<file path="config.mk">
export PLATFORM = sky130hd
export DESIGN_NAME = ex_mem_stage_flat
export DESIGN_NICKNAME = d
export VERILOG_FILES = /design/src/rtl/ex_mem_stage_if.sv /design/src/rtl/ex_mem_stage.sv /design/src/flat_wrapper.sv
export SDC_FILE = /design/constraint.sdc
export NUM_CORES = 1
export LEC_CHECK = 0
export ABC_AREA = 0
export BUFFER_PORTS_ARGS = -buffer_cell sky130_fd_sc_hd__buf_2
export CORE_ASPECT_RATIO = 0.5
export CORE_UTILIZATION = 25
export DETAILED_ROUTE_END_ITERATION = 12
export SYNTH_ARGS = -nofsm -noshare
export SYNTH_HDL_FRONTEND = slang
export SYNTH_SLANG_ARGS = --single-unit
</file>
<file path="constraint.sdc">
create_clock -name clk -period 1.65 [get_ports clk]
set_input_delay 0.165 -clock clk [delete_from_list [all_inputs] [get_ports clk]]
set_output_delay 0.165 -clock clk [all_outputs]
set_load 0.05 [all_outputs]
</file>
<file path="src/rtl/ex_mem_stage_if.sv">
// ex_mem_stage_if: EX-to-MEM pipeline bus, MEM fields and fetch redirect handshake
interface ex_mem_stage_if #(parameter int DATA_LENGTH = 32);
    logic                   ex_valid;
    logic                   ex_ready;
    logic [DATA_LENGTH-1:0] alu_out;
    logic [DATA_LENGTH-1:0] target_pc;
    logic [DATA_LENGTH-1:0] pc_ex;
    logic [DATA_LENGTH-1:0] rs2_data_ex;
    logic                   ge;
    logic                   eq;
    logic                   branch_ex;
    logic                   jal;
    logic                   jalr;
    logic [2:0]             br_type;
    logic [4:0]             rd_ex;
    logic                   reg_write_ex;
    logic                   mem_read_ex;
    logic                   mem_write_ex;
    logic                   mem_valid;
    logic                   mem_ready;
    logic [DATA_LENGTH-1:0] alu_out_mem;
    logic [DATA_LENGTH-1:0] rs2_data_mem;
    logic [4:0]             rd_mem;
    logic                   reg_write_mem;
    logic                   mem_read_mem;
    logic                   mem_write_mem;
    logic                   misalign_mem;
    logic                   redirect_valid;
    logic [DATA_LENGTH-1:0] redirect_pc;
    logic                   redirect_ack;
    logic                   flush;

    modport slave (
        input  ex_valid, alu_out, target_pc, pc_ex, rs2_data_ex, ge, eq, branch_ex, jal, jalr,
               br_type, rd_ex, reg_write_ex, mem_read_ex, mem_write_ex, mem_ready, redirect_ack, flush,
        output ex_ready, mem_valid, alu_out_mem, rs2_data_mem, rd_mem, reg_write_mem, mem_read_mem,
               mem_write_mem, misalign_mem, redirect_valid, redirect_pc
    );

    modport master (
        output ex_valid, alu_out, target_pc, pc_ex, rs2_data_ex, ge, eq, branch_ex, jal, jalr,
               br_type, rd_ex, reg_write_ex, mem_read_ex, mem_write_ex, mem_ready, redirect_ack, flush,
        input  ex_ready, mem_valid, alu_out_mem, rs2_data_mem, rd_mem, reg_write_mem, mem_read_mem,
               mem_write_mem, misalign_mem, redirect_valid, redirect_pc
    );
endinterface

</file>
<file path="src/rtl/ex_mem_stage.sv">
// ex_mem_stage: EX/MEM pipeline register with branch resolution and fetch redirect handshake
module ex_mem_stage #(
    parameter int DATA_LENGTH = 32
) (
    input logic            clk,
    input logic            rst_n,
    ex_mem_stage_if.slave  bus
);
    typedef enum logic {IDLE, REDIR_WAIT} state_t;

    state_t                 state, state_next;
    logic                   br_taken, taken, misaligned, accept, load_redir;
    logic [DATA_LENGTH-1:0] target;
    logic                   unused_pc;

    assign unused_pc  = ^bus.pc_ex;
    assign br_taken   = (bus.br_type == 3'b000) ? bus.eq :
                        (bus.br_type == 3'b001) ? !bus.eq :
                        (bus.br_type[2] && !bus.br_type[0]) ? !bus.ge :
                        (bus.br_type[2] && bus.br_type[0]) ? bus.ge : 1'b0;
    assign taken      = bus.jal || bus.jalr || (bus.branch_ex && br_taken);
    assign target     = {bus.target_pc[DATA_LENGTH-1:1], bus.target_pc[0] & ~bus.jalr};
    assign misaligned = taken && target[1];

    assign bus.ex_ready       = (state == IDLE) && (!bus.mem_valid || bus.mem_ready) && !bus.flush;
    assign accept             = bus.ex_valid && bus.ex_ready;
    assign bus.redirect_valid = (state == REDIR_WAIT);

    // flush wins over both a new redirect and an ack arriving in the same cycle
    always_comb begin
        state_next = state;
        load_redir = 1'b0;
        if (bus.flush) begin
            state_next = IDLE;
        end else if (state == IDLE) begin
            load_redir = accept && taken && !misaligned;
            state_next = load_redir ? REDIR_WAIT : IDLE;
        end else if (bus.redirect_ack) begin
            state_next = IDLE;
        end
    end

    always_ff @(posedge clk or negedge rst_n) begin
        if (!rst_n) begin
            state           <= IDLE;
            bus.redirect_pc <= '0;
        end else begin
            state           <= state_next;
            bus.redirect_pc <= load_redir ? target : bus.redirect_pc;
        end
    end

    always_ff @(posedge clk or negedge rst_n) begin
        if (!rst_n) begin
            bus.mem_valid     <= 1'b0;
            bus.alu_out_mem   <= '0;
            bus.rs2_data_mem  <= '0;
            bus.rd_mem        <= '0;
            bus.reg_write_mem <= 1'b0;
            bus.mem_read_mem  <= 1'b0;
            bus.mem_write_mem <= 1'b0;
            bus.misalign_mem  <= 1'b0;
        end else if (bus.flush) begin
            bus.mem_valid <= 1'b0;
        end else if (accept) begin
            bus.mem_valid     <= 1'b1;
            bus.alu_out_mem   <= bus.alu_out;
            bus.rs2_data_mem  <= bus.rs2_data_ex;
            bus.rd_mem        <= bus.rd_ex;
            bus.reg_write_mem <= bus.reg_write_ex && !misaligned;
            bus.mem_read_mem  <= bus.mem_read_ex;
            bus.mem_write_mem <= bus.mem_write_ex;
            bus.misalign_mem  <= misaligned;
        end else if (bus.mem_ready) begin
            bus.mem_valid <= 1'b0;
        end
    end
endmodule
</file>
<file path="src/flat_wrapper.sv">
// flat-port wrapper written by rule: the top's interface ports become plain ports
module ex_mem_stage_flat 
#(
    parameter int DATA_LENGTH = 32
)
  (clk, rst_n, bus_ex_valid, bus_alu_out, bus_target_pc, bus_pc_ex, bus_rs2_data_ex, bus_ge, bus_eq, bus_branch_ex, bus_jal, bus_jalr, bus_br_type, bus_rd_ex, bus_reg_write_ex, bus_mem_read_ex, bus_mem_write_ex, bus_mem_ready, bus_redirect_ack, bus_flush, bus_ex_ready, bus_mem_valid, bus_alu_out_mem, bus_rs2_data_mem, bus_rd_mem, bus_reg_write_mem, bus_mem_read_mem, bus_mem_write_mem, bus_misalign_mem, bus_redirect_valid, bus_redirect_pc);
  ex_mem_stage_if #(.DATA_LENGTH(DATA_LENGTH)) bus_i ();
  input logic clk;
  input logic rst_n;
  input wire logic [$bits(bus_i.ex_valid)-1:0] bus_ex_valid;
  input wire logic [$bits(bus_i.alu_out)-1:0] bus_alu_out;
  input wire logic [$bits(bus_i.target_pc)-1:0] bus_target_pc;
  input wire logic [$bits(bus_i.pc_ex)-1:0] bus_pc_ex;
  input wire logic [$bits(bus_i.rs2_data_ex)-1:0] bus_rs2_data_ex;
  input wire logic [$bits(bus_i.ge)-1:0] bus_ge;
  input wire logic [$bits(bus_i.eq)-1:0] bus_eq;
  input wire logic [$bits(bus_i.branch_ex)-1:0] bus_branch_ex;
  input wire logic [$bits(bus_i.jal)-1:0] bus_jal;
  input wire logic [$bits(bus_i.jalr)-1:0] bus_jalr;
  input wire logic [$bits(bus_i.br_type)-1:0] bus_br_type;
  input wire logic [$bits(bus_i.rd_ex)-1:0] bus_rd_ex;
  input wire logic [$bits(bus_i.reg_write_ex)-1:0] bus_reg_write_ex;
  input wire logic [$bits(bus_i.mem_read_ex)-1:0] bus_mem_read_ex;
  input wire logic [$bits(bus_i.mem_write_ex)-1:0] bus_mem_write_ex;
  input wire logic [$bits(bus_i.mem_ready)-1:0] bus_mem_ready;
  input wire logic [$bits(bus_i.redirect_ack)-1:0] bus_redirect_ack;
  input wire logic [$bits(bus_i.flush)-1:0] bus_flush;
  output wire logic [$bits(bus_i.ex_ready)-1:0] bus_ex_ready;
  output wire logic [$bits(bus_i.mem_valid)-1:0] bus_mem_valid;
  output wire logic [$bits(bus_i.alu_out_mem)-1:0] bus_alu_out_mem;
  output wire logic [$bits(bus_i.rs2_data_mem)-1:0] bus_rs2_data_mem;
  output wire logic [$bits(bus_i.rd_mem)-1:0] bus_rd_mem;
  output wire logic [$bits(bus_i.reg_write_mem)-1:0] bus_reg_write_mem;
  output wire logic [$bits(bus_i.mem_read_mem)-1:0] bus_mem_read_mem;
  output wire logic [$bits(bus_i.mem_write_mem)-1:0] bus_mem_write_mem;
  output wire logic [$bits(bus_i.misalign_mem)-1:0] bus_misalign_mem;
  output wire logic [$bits(bus_i.redirect_valid)-1:0] bus_redirect_valid;
  output wire logic [$bits(bus_i.redirect_pc)-1:0] bus_redirect_pc;
  assign bus_i.ex_valid = bus_ex_valid;
  assign bus_i.alu_out = bus_alu_out;
  assign bus_i.target_pc = bus_target_pc;
  assign bus_i.pc_ex = bus_pc_ex;
  assign bus_i.rs2_data_ex = bus_rs2_data_ex;
  assign bus_i.ge = bus_ge;
  assign bus_i.eq = bus_eq;
  assign bus_i.branch_ex = bus_branch_ex;
  assign bus_i.jal = bus_jal;
  assign bus_i.jalr = bus_jalr;
  assign bus_i.br_type = bus_br_type;
  assign bus_i.rd_ex = bus_rd_ex;
  assign bus_i.reg_write_ex = bus_reg_write_ex;
  assign bus_i.mem_read_ex = bus_mem_read_ex;
  assign bus_i.mem_write_ex = bus_mem_write_ex;
  assign bus_i.mem_ready = bus_mem_ready;
  assign bus_i.redirect_ack = bus_redirect_ack;
  assign bus_i.flush = bus_flush;
  assign bus_ex_ready = bus_i.ex_ready;
  assign bus_mem_valid = bus_i.mem_valid;
  assign bus_alu_out_mem = bus_i.alu_out_mem;
  assign bus_rs2_data_mem = bus_i.rs2_data_mem;
  assign bus_rd_mem = bus_i.rd_mem;
  assign bus_reg_write_mem = bus_i.reg_write_mem;
  assign bus_mem_read_mem = bus_i.mem_read_mem;
  assign bus_mem_write_mem = bus_i.mem_write_mem;
  assign bus_misalign_mem = bus_i.misalign_mem;
  assign bus_redirect_valid = bus_i.redirect_valid;
  assign bus_redirect_pc = bus_i.redirect_pc;
  ex_mem_stage #(.DATA_LENGTH(DATA_LENGTH)) u_core (.clk(clk), .rst_n(rst_n), .bus(bus_i));
endmodule
</file>
==> metrics.md, run 1 <==
| Metric | Value |
|---|---|
| Hold Violations, Final | 0 |
| Initial antenna violation count | 0 |
| Slew Viols, Final | 0 |
| CTS Buf Count | 9 |
| Post-CTS Setup Bufs | 0 |
| Distinct cells, synth | 19 |
| Worst-path clk slew | 0.07 ns |
| Non-Filler Instances | 683 |
| Net switching power | 3.893 mW |
| Crit path required time | 1.87 ns |
| Setup crit start kind | flop |
| Port Buffers | 225 |
| First-pass GRT wire length | 15.52 mm |
| Combinational share of power | 40.0% |
| Final antenna-violating net count | 0 |
| Vias in the first global route | 2923 |
| Slew @ Worst Pin | 0.4581 ns |
| ANT cells | 0 |
| Critical Path Sink Type | flop |
| FF+latch count, synth | 107 |
| Cell count after placement | 667 |
| Fin crit period | 1.582 ns |
| Synth top area share | 66.23% |
| Global placer's final weighted congestion | 0.7471 |
| Residual DRC | 0 |
| Internal power | 5.248 mW |
| Clock Skew | 0.01154 ns |
| Fmax | 0.6321 GHz |
| Sequential-to-total area share from yosys stat | 66.23% |
| Max rail drop VDD | 0.5346 mV |
| Slew margin rel. | 69.46% |
| Final nets | 625 |
| # IOs | 258 |
| Period utilization | 95.88% |
| Drt wl/cell | 14.66 um |
| Power Total | 9.141 mW |
| Clock sink total | 107 |
| Register share of total power | 37.7% |
| Worst skew pair latency | 0.34 ns |
| First-pass iteration count of the detailed router | 4 |
| Clk pwr share | 22.3% |
| Initial core utilization | 25.89% |
| RSZ-0062 raised after global routing | no |
| Syn_nets | 390 |
| Root buf cell | clkbuf_16 |
| Layout cells sized above 1 | 73.90% |
| P per Cell Area | 1581 nW/um2 |
| Leak | 2.848 nW |
| Total routed wirelength | 10.01 mm |
| Core Area | 15620 um2 |
| Type of the tightest min-delay check | primary input to flop |
| Yosys top cell by area | dfrtp_1 |
| DRT iter0 DRCs | 63 |
| Switching part of the total | 42.59% |
| Crit-path max FO | 26 |
| CP Class | flop to flop |
| CTS tree | done |
| Number of core rows | 32 |
| Vias | 2775 |
| Final setup violation count | 0 |
| Post-layout util | 37.04% |
| Die X | 181.8 um |
| H-Tree Depth | 3 |
| Via density | 4.063 |
| Die H | 91.92 um |
| MaxCap Viol Count | 0 |
| Layout area overhead | 43.05% |
| Total congestion overflow | 0 |
| All-Layer GR Usage | 12.30% |
| Hold_ws | 0.03440 ns |
| Syn Area/Cell | 16.84 um2 |
| Synth Warn # | 0 |
| Synth area leaders | dfrtp_1, mux2_2, mux2_1, buf_2, buf_6 |
| Worst path arrival time | 1.80 ns |
| Post-DP HPWL | 7.805 mm |
| Total die area | 16710 um2 |
| Largest net degree at the start of global routing | 64 |
| Mapped Cells | 240 |
| Outcome | completed |
| Area of the mapped netlist | 4043 um2 |
| Maximum root-to-sink buffer count | 2 |
-- path summary, 6_finish.rpt --
path                                            start                     endpoint  slack [ns]  cells past startpoint
hold reg to reg            u_core.bus.redirect_pc[30]   u_core.bus.redirect_pc[30]        0.49                      1
max in group asynchronous                       rst_n  u_core.bus.rs2_data_mem[17]        0.71                      3
hold / removal                      bus_target_pc[28]   u_core.bus.redirect_pc[28]        0.03                      2
min in group asynchronous                       rst_n   u_core.bus.redirect_pc[20]        0.32                      2
setup reg to reg            u_core.bus.redirect_valid    u_core.bus.redirect_pc[4]        0.07                      5
setup / recovery            u_core.bus.redirect_valid    u_core.bus.redirect_pc[4]        0.07                      5
-- state kept, by name (all words and copies together) (netlist names) --
signal,count
u_core.bus.rs2_data_mem,32
u_core.bus.rd_mem,5
u_core.bus.misalign_mem,1
u_core.bus.mem_read_mem,1
u_core.bus.alu_out_mem,32
u_core.bus.mem_valid,1
u_core.bus.redirect_pc,32
u_core.bus.mem_write_mem,1
u_core.bus.reg_write_mem,1
u_core.bus.redirect_valid,1
-- power by group through the flow --
stage | sequential (mW) | clock [mW] | combinational, mW
after global routing | 3.53 | 2.24 | 3.80
after CTS | 3.45 | 2.14 | 3.69
after global placement | 3.47 | 0 | 3.66
final | 3.45 | 2.03 | 3.66
after floorplan | 5.57 | 0 | 0.613
after detailed placement | 3.50 | 0 | 3.69
-- through the flow --
| step | cell area, um2 | setup TNS (ns) | setup WS, ns |
|---|---|---|---|
| floorplan | 4053 | -1.295 | -0.04862 |
| global route | 5783 | 0 | 0.002965 |
| global placement | 5477 | 0 | 0.02187 |
| finish | 5783 | 0 | 0.06792 |
| CTS | 5763 | 0 | 0.02281 |
| detailed placement | 5477 | -0.006831 | -0.005197 |
-- cell type report --
cell class / instances / area (um2)
multi-input combinational: 122 / 1328
tap: 204 / 255.2
timing repair buffer: 235 / 1244
clock inverter: 4 / 33.78
fill: 1584 / 9832
sequential: 107 / 2680
clock buffer: 11 / 242.7
-- cell families after synthesis --
family          synth area share [%]
xor+xnor                      0.4334
flops                          66.23
mux                            28.69
buf+inv                        1.795
simple gates                   1.362
compound gates                 1.486
-- cells in the mapped netlist --
library cell,n
nand2_1,1
and2_1,1
mux2_2,99
nand2b_1,1
buf_2,7
xor2_1,1
nor2_1,3
buf_6,3
a311oi_2,1
a211oi_4,1
dfrtp_1,107
nand3_1,3
o21ai_0,2
buf_1,1
xnor2_1,1
a21o_1,1
mux2_1,4
a21boi_0,1
nor2b_1,2
-- timing repair --
item,4_1_cts,5_1_grt
hold buffers,1,0
endpoints found under the setup margin,0,26
hold endpoints to repair,29,0
gates resized for setup,0,4
-- metal layers --
layer	wire length [um]	global-route usage, %
met1	3650	12.55
met2	6019	24.71
met3	254	3.217
met4	87	3.249
met5	0	0
-- worst max-delay path, stage by stage (launching register included) --
cell      delay [ns]
dfrtp_2         0.43
nor2_4          0.11
nand3_4         0.10
a211oi_4        0.23
buf_12          0.23
mux2_2          0.35
-- cell usage in the layout, fill, tap and decap left out, drive strengths merged, types with 2 or more instances in the layout --
master and count:
buf 234, clkbuf 11, dfrtp 107, inv 2, mux2 103, nand3 3, nor2 3, nor2b 2
o21ai 2
No activity file was read; power rests on OpenSTA's default activity.
==> inputs of run 2 (changes only) <==
--- a/config.mk
+++ b/config.mk
@@ -6,5 +6,5 @@
 export NUM_CORES = 1
 export LEC_CHECK = 0
-export ABC_AREA = 0
+export ABC_AREA = 1
 export BUFFER_PORTS_ARGS = -buffer_cell sky130_fd_sc_hd__buf_2
 export CORE_ASPECT_RATIO = 0.5
==> constraint.sdc (replaced) <==
create_clock -name clk -period 1.65 [get_ports clk]
set_input_delay 0.0825 -clock clk [delete_from_list [all_inputs] [get_ports clk]]
set_output_delay 0.0825 -clock clk [all_outputs]
set_load 0.05 [all_outputs]
==> metrics.md, run 2 <==
| Metric | Value |
|---|---|
| Outcome | completed |
| Layout cells sized above 1 | 31.93% |
| Worst path arrival time | 1.78 ns |
| Post-synth EDFFs | 0 |
| Asr flop ratio synth | 100.0% |
| Met1 wire length | 5.317 mm |
| Total congestion overflow | 0 |
| First-pass GRT wire length | 20.25 mm |
| Fmax | 0.6672 GHz |
| Non-Filler Instances | 1035 |
| Largest net degree at the start of global routing | 65 |
| XOR/XNOR share of the synthesized area | 0% |
| Leak | 3.910 nW |
| Top layer in use | met4 |
| Fin crit period | 1.499 ns |
| Final setup violation count | 0 |
| Final antenna-violating net count | 0 |
| Initial antenna violation count | 0 |
| Critical Path Sink Type | flop |
| Crit path required time | 1.93 ns |
| Die X | 186.2 um |
| Synth area leaders | dfrtp_1, nand2_1, nand3_1, buf_4, buf_6 |
| Clock Skew | 0.01436 ns |
| Slowest stage delay, CP | 0.54 ns |
| Synth Area in Simple Gates | 31.70% |
| Top cells by count, synth | nand2_1, dfrtp_1, nand3_1 |
| Port Buffers | 225 |
| Initial core utilization | 25.73% |
| Slew Viols, Final | 0 |
| Worst skew pair latency | 0.35 ns |
| MaxCap Viol Count | 0 |
| Sequential-to-total area share from yosys stat | 63.16% |
| Worst path bufs/invs | 4 |
| Crit-path max FO | 63 |
| Post-synthesis mux area share | 0% |
| Slew @ Worst Pin | 0.4911 ns |
| Hold Violations, Final | 0 |
| Cell count after placement | 913 |
| Via density | 4.117 |
| CP Class | primary input to flop |
| Max rail drop VDD | 0.6448 mV |
| Register area | 2678 um2 |
| Most frequent cells in the layout | nand2_1, buf_2, dfrtp_1 |
| Mapped Cells | 476 |
| First-pass iteration count of the detailed router | 4 |
| Hold_ws | 0.02388 ns |
| Worst-path clk slew | 0.08 ns |
| Area of the multi-input gates | 1370 um2 |
| Top flop regs | u_core.bus.alu_out_mem: 32 flops, u_core.bus.redirect_pc: 32 flops, u_core.bus.rs2_data_mem: 32 flops |
| CP most frequent cell | nand2_1 |
| Core Area | 16470 um2 |
| Maximum root-to-sink buffer count | 2 |
| RSZ-0062 raised after global routing | no |
| Slew margin rel. | 67.26% |
| Synth Area in Compound Gates | 0.2952% |
| Worst path slowest cell | dlygate4sd3_1 |
| Met3 WL | 333 um |
| Final nets | 953 |
| Vias in the first global route | 4097 |
| Clock sink total | 107 |
| Fraction of the mapped netlist area in adder cells | 0% |
| Cell Chain, Critical Path | dlygate4sd3_1, buf_2, nor2_2, nand3_4, inv_2, buf_12, nand2_1, nand2_1 |
| P per Cell Area | 1277 nW/um2 |
| Synth Warn # | 0 |
| CP delay by family, top | buffers and inverters |
| All-Layer GR Usage | 14.99% |
| Total routed wirelength | 13.21 mm |
| # IOs | 258 |
| Routed met2 length | 7.275 mm |
| Global placer's final weighted congestion | 0.7638 |
| Drt wl/cell | 12.76 um |
| Synth top area share | 63.16% |
| Primary FF master, synth | dfrtp_1 |
| Distinct cells, synth | 18 |
| Vias | 4261 |
| H-Tree Depth | 3 |
| Die H | 94.08 um |
| Total die area | 17510 um2 |
| Commonest non-fill, non-tap cell in the layout | nand2_1 |
| Setup TNS | 0 ns |
| Setup crit start kind | primary input |
| FF+latch count, synth | 107 |
| ANT cells | 0 |
| Main combinational cell family by area after synthesis | simple AND/OR/NAND/NOR gates |
| DRT iter0 DRCs | 131 |
| Layout area overhead | 63.87% |
| Most frequent cell after synthesis | nand2_1 |
| Syn Area/Cell | 8.906 um2 |
| CTS tree | done |
| Root buf cell | clkbuf_16 |
| Post-DP HPWL | 8.621 mm |
| Area of the mapped netlist | 4239 um2 |
| Period utilization | 90.83% |
| Syn_nets | 626 |
| Type of the tightest min-delay check | primary input to flop |
| Fillers | 1623 |
| Residual DRC | 0 |
| CTS Buf Count | 9 |
| Yosys top cell by area | dfrtp_1 |
| Number of core rows | 33 |
-- run 2: per-layer routing --
layer  GRT usage, %  up-vias
met5              0        -
li1               -     2107
met1          17.35     2052
met2          27.36       77
met4          4.850        0
met3          3.450       25
-- run 2: worst paths after layout --
| kind | startpoint | to | slack [ns] | cells past startpoint |
|---|---|---|---|---|
| worst max-delay path | bus_flush | u_core.bus.alu_out_mem[12] | 0.15 | 8 |
| worst min-delay path | bus_reg_write_ex | u_core.bus.reg_write_mem | 0.02 | 5 |
| worst max register to register | u_core.bus.redirect_valid | u_core.bus.alu_out_mem[12] | 0.16 | 6 |
| worst min register to register | u_core.bus.redirect_pc[6] | u_core.bus.redirect_pc[6] | 0.47 | 2 |
| max in group asynchronous | rst_n | u_core.bus.rs2_data_mem[17] | 0.75 | 3 |
| min in group asynchronous | rst_n | u_core.bus.alu_out_mem[11] | 0.26 | 2 |
-- run 2: per-stage QoR --
step | util (%) | worst slack [ns] | total power, mW | area, um2
after floorplan | - | 0.1159 | 5.735 | 4244
after detailed placement | 33.99 | 0.02886 | 6.657 | 5599
after global placement | 33.99 | 0.05326 | 6.617 | 5599
final | 42.17 | 0.1513 | 8.869 | 6947
after global routing | 42.17 | 0.02533 | 9.321 | 6947
after CTS | 42.07 | 0.01264 | 8.990 | 6930
-- run 2: what timing repair did --
| item | 4_1_cts | 5_1_grt |
|---|---|---|
| endpoints found under the setup margin | 0 | 31 |
| gates resized for setup | 0 | 1 |
| hold endpoints to repair | 135 | 0 |
| hold buffers | 105 | 0 |
| buffers inserted | 0 | 1 |
-- run 2: cell families (layout without fill, tap and decap cells) --
| family | after synthesis | in the layout |
|---|---|---|
| flops | 107 | 107 |
| compound gates | 2 | 2 |
| simple gates | 335 | 335 |
| buf+inv | 32 | 364 |
-- run 2: layout make-up --
class | instances | share of cell area, %
Clock inverter | 4 | 0.4863
Sequential cell | 107 | 38.54
Timing Repair Buffer | 340 | 33.18
Inverter | 8 | 0.4323
Clock buffer | 12 | 3.548
Multi-Input combinational cell | 337 | 19.72
Tap cell | 227 | 4.089
-- run 2: worst register-to-register path, stage by stage (launching register included) --
cell     delay, ns
dfrtp_1       0.42
nor2_2        0.13
nand3_4       0.23
inv_2         0.16
buf_12        0.27
nand2_1       0.14
nand2_1       0.07
-- run 2: where the power goes --
group          total, mW  leakage, nW  switching [mW]  internal [mW]
logic               3.43         2.44            2.57          0.858
clock network       2.06        0.133           0.985           1.08
registers           3.38         1.34           0.259           3.12
==> inputs of run 3 (changes only) <==
==> constraint.sdc (replaced) <==
create_clock -name clk -period 1.65 [get_ports clk]
set_input_delay 0.2475 -clock clk [delete_from_list [all_inputs] [get_ports clk]]
set_output_delay 0.2475 -clock clk [all_outputs]
set_load 0.05 [all_outputs]
==> metrics.md, run 3 (synthesized netlist as in run 2, its figures left out) <==
| Metric | Value |
|---|---|
| Hold Violations, Final | 0 |
| All-Layer GR Usage | 13.73% |
| Residual DRC | 0 |
| Worst R2R End | u_core.bus.redirect_pc[0] |
| Fmax | 0.6890 GHz |
| Slew @ Worst Pin | 0.3770 ns |
| Total congestion overflow | 0 |
| Cell Chain, Critical Path | nor3_2, buf_2 |
| Initial antenna violation count | 0 |
| Clock Skew | 0.007591 ns |
| Setup TNS | 0 ns |
| Global placer's final weighted congestion | 0.7781 |
| Top flop regs | u_core.bus.alu_out_mem: 32 flops, u_core.bus.redirect_pc: 32 flops, u_core.bus.rs2_data_mem: 32 flops |
| Crit-path max FO | 4 |
| Period utilization | 87.97% |
| Maximum root-to-sink buffer count | 2 |
| CP startpoint | u_core.bus.redirect_valid |
| Hold endpoint | u_core.bus.rs2_data_mem[16] |
| R2R cell count | 6 |
| Number of core rows | 33 |
| First-pass GRT wire length | 18.49 mm |
| Non-Filler Instances | 932 |
| Port Buffers | 225 |
| Initial core utilization | 25.73% |
| Setup crit start kind | flop |
| WHS Path Cells | 3 |
| CP Class | flop to primary output |
| Root buf cell | clkbuf_16 |
| ANT cells | 0 |
| CTS Buf Count | 9 |
| Post-route cell area | 5943 um2 |
| Slowest stage delay, CP | 0.42 ns |
| Final nets | 850 |
| Worst-path clk slew | 0.08 ns |
| Largest net degree at the start of global routing | 66 |
| P per Cell Area | 1463 nW/um2 |
| CTS tree | done |
| Most frequent cells in the layout | nand2_1, buf_2, dfrtp_1 |
| Cell count after placement | 915 |
| First-pass iteration count of the detailed router | 4 |
| H-Tree Depth | 3 |
| Critical Path Sink Type | primary output |
| Worst path slowest cell | dfrtp_1 |
| Reg2Reg Setup Slack | 0.21 ns |
| Slew margin rel. | 74.87% |
| MaxCap Viol Count | 0 |
| Worst path bufs/invs | 1 |
| Max rail drop VDD | 0.5078 mV |
| Layout cells sized above 1 | 37.02% |
| CP delay by family, top | flip-flops |
| Final setup violation count | 0 |
| Total routed wirelength | 11.97 mm |
| Worst skew pair latency | 0.35 ns |
| Leak | 3.492 nW |
| # IOs | 258 |
| Outcome | completed |
| Reg-to-Reg Start | u_core.bus.redirect_valid |
| Post-DP Area | 5639 um2 |
| Crit path required time | 1.40 ns |
| Vias in the first global route | 3570 |
| Core Area | 16470 um2 |
| Fin crit period | 1.451 ns |
| DRT iter0 DRCs | 177 |
| Die X | 186.2 um |
| Clock sink total | 107 |
| Commonest non-fill, non-tap cell in the layout | nand2_1 |
| Vias | 3779 |
| Die H | 94.08 um |
| Via density | 4.055 |
| Total die area | 17510 um2 |
| Slew Viols, Final | 0 |
| Post-DP HPWL | 8.680 mm |
| Type of the tightest min-delay check | primary input to flop |
| Final antenna-violating net count | 0 |
| HP Start | bus_rs2_data_ex[16] |
| RSZ-0062 raised after global routing | no |
| Layout area overhead | 40.20% |
| Worst path arrival time | 1.20 ns |
| Drt wl/cell | 12.84 um |
[run 3: changes by cell type in the layout (fill, tap and decap cells not counted), sizes merged]
| cell | delta |
|---|---|
| clkinv | +2 |
| buf | +1 |
| inv | +1 |
| dlygate4sd3 | -104 |
| clkbuf | -3 |
[run 3: worst register-to-register path, cell delays in order (launching register included)]
cell	delay, ns
dfrtp_1	0.42
nor2_2	0.14
nand3_4	0.15
nor2_8	0.24
nand2_8	0.18
nand2_1	0.13
nand2_1	0.06
[run 3: how the worst max path moves through the flow]
stage | to | slack [ns] | cells after the start
after CTS | u_core.bus.redirect_pc[4] | 0.12 | 6
after floorplan | bus_ex_ready | 0.08 | 3
after global routing | u_core.bus.redirect_pc[24] | 0.09 | 6
after detailed placement | u_core.bus.redirect_pc[0] | 0.13 | 6
after global placement | u_core.bus.redirect_pc[29] | 0.17 | 6
final | bus_ex_ready | 0.20 | 2
[run 3: what timing repair did]
action / 4_1_cts / 5_1_grt
hold buffers: 1 / 0
setup buffers: 0 / 0
hold endpoints to repair: 23 / 0
endpoints found under the setup margin: 0 / 2
gates resized for setup: 0 / 1
[run 3: report_power, final]
group	switching, mW	internal (mW)	leakage [nW]
registers	0.251	3.12	1.34
logic	2.53	0.707	2.02
clock network	1.05	1.05	0.137
[run 3: metrics by stage]
| step | setup slack (ns) | power (mW) | hold slack, ns | util, % |
|---|---|---|---|---|
| CTS | 0.1197 | 8.812 | 0.07047 | 36.02 |
| detailed placement | 0.1317 | 6.672 | 0.1936 | 34.23 |
| finish | 0.1985 | 8.695 | 0.09011 | 36.08 |
| global route | 0.08713 | 9.113 | 0.07655 | 36.08 |
| floorplan | 0.08068 | 5.735 | -0.04809 | - |
| global placement | 0.1662 | 6.626 | 0.1957 | 34.23 |
[run 3: final cells by class]
cell class | instances | area (um2)
Multi-Input combinational cell | 337 | 1370
Clock buffer | 9 | 225.2
Inverter | 8 | 30.03
Fill cell | 1755 | 10530
Timing Repair Buffer | 237 | 1296
Sequential cell | 107 | 2678
Tap cell | 227 | 284.0
Clock inverter | 7 | 60.06
[run 3: per-layer routing]
metal | track usage, % | routed length (um)
met3 | 2.519 | 285
met2 | 24.47 | 6486
met1 | 17.04 | 5054
met4 | 3.689 | 143
met5 | 0 | 0
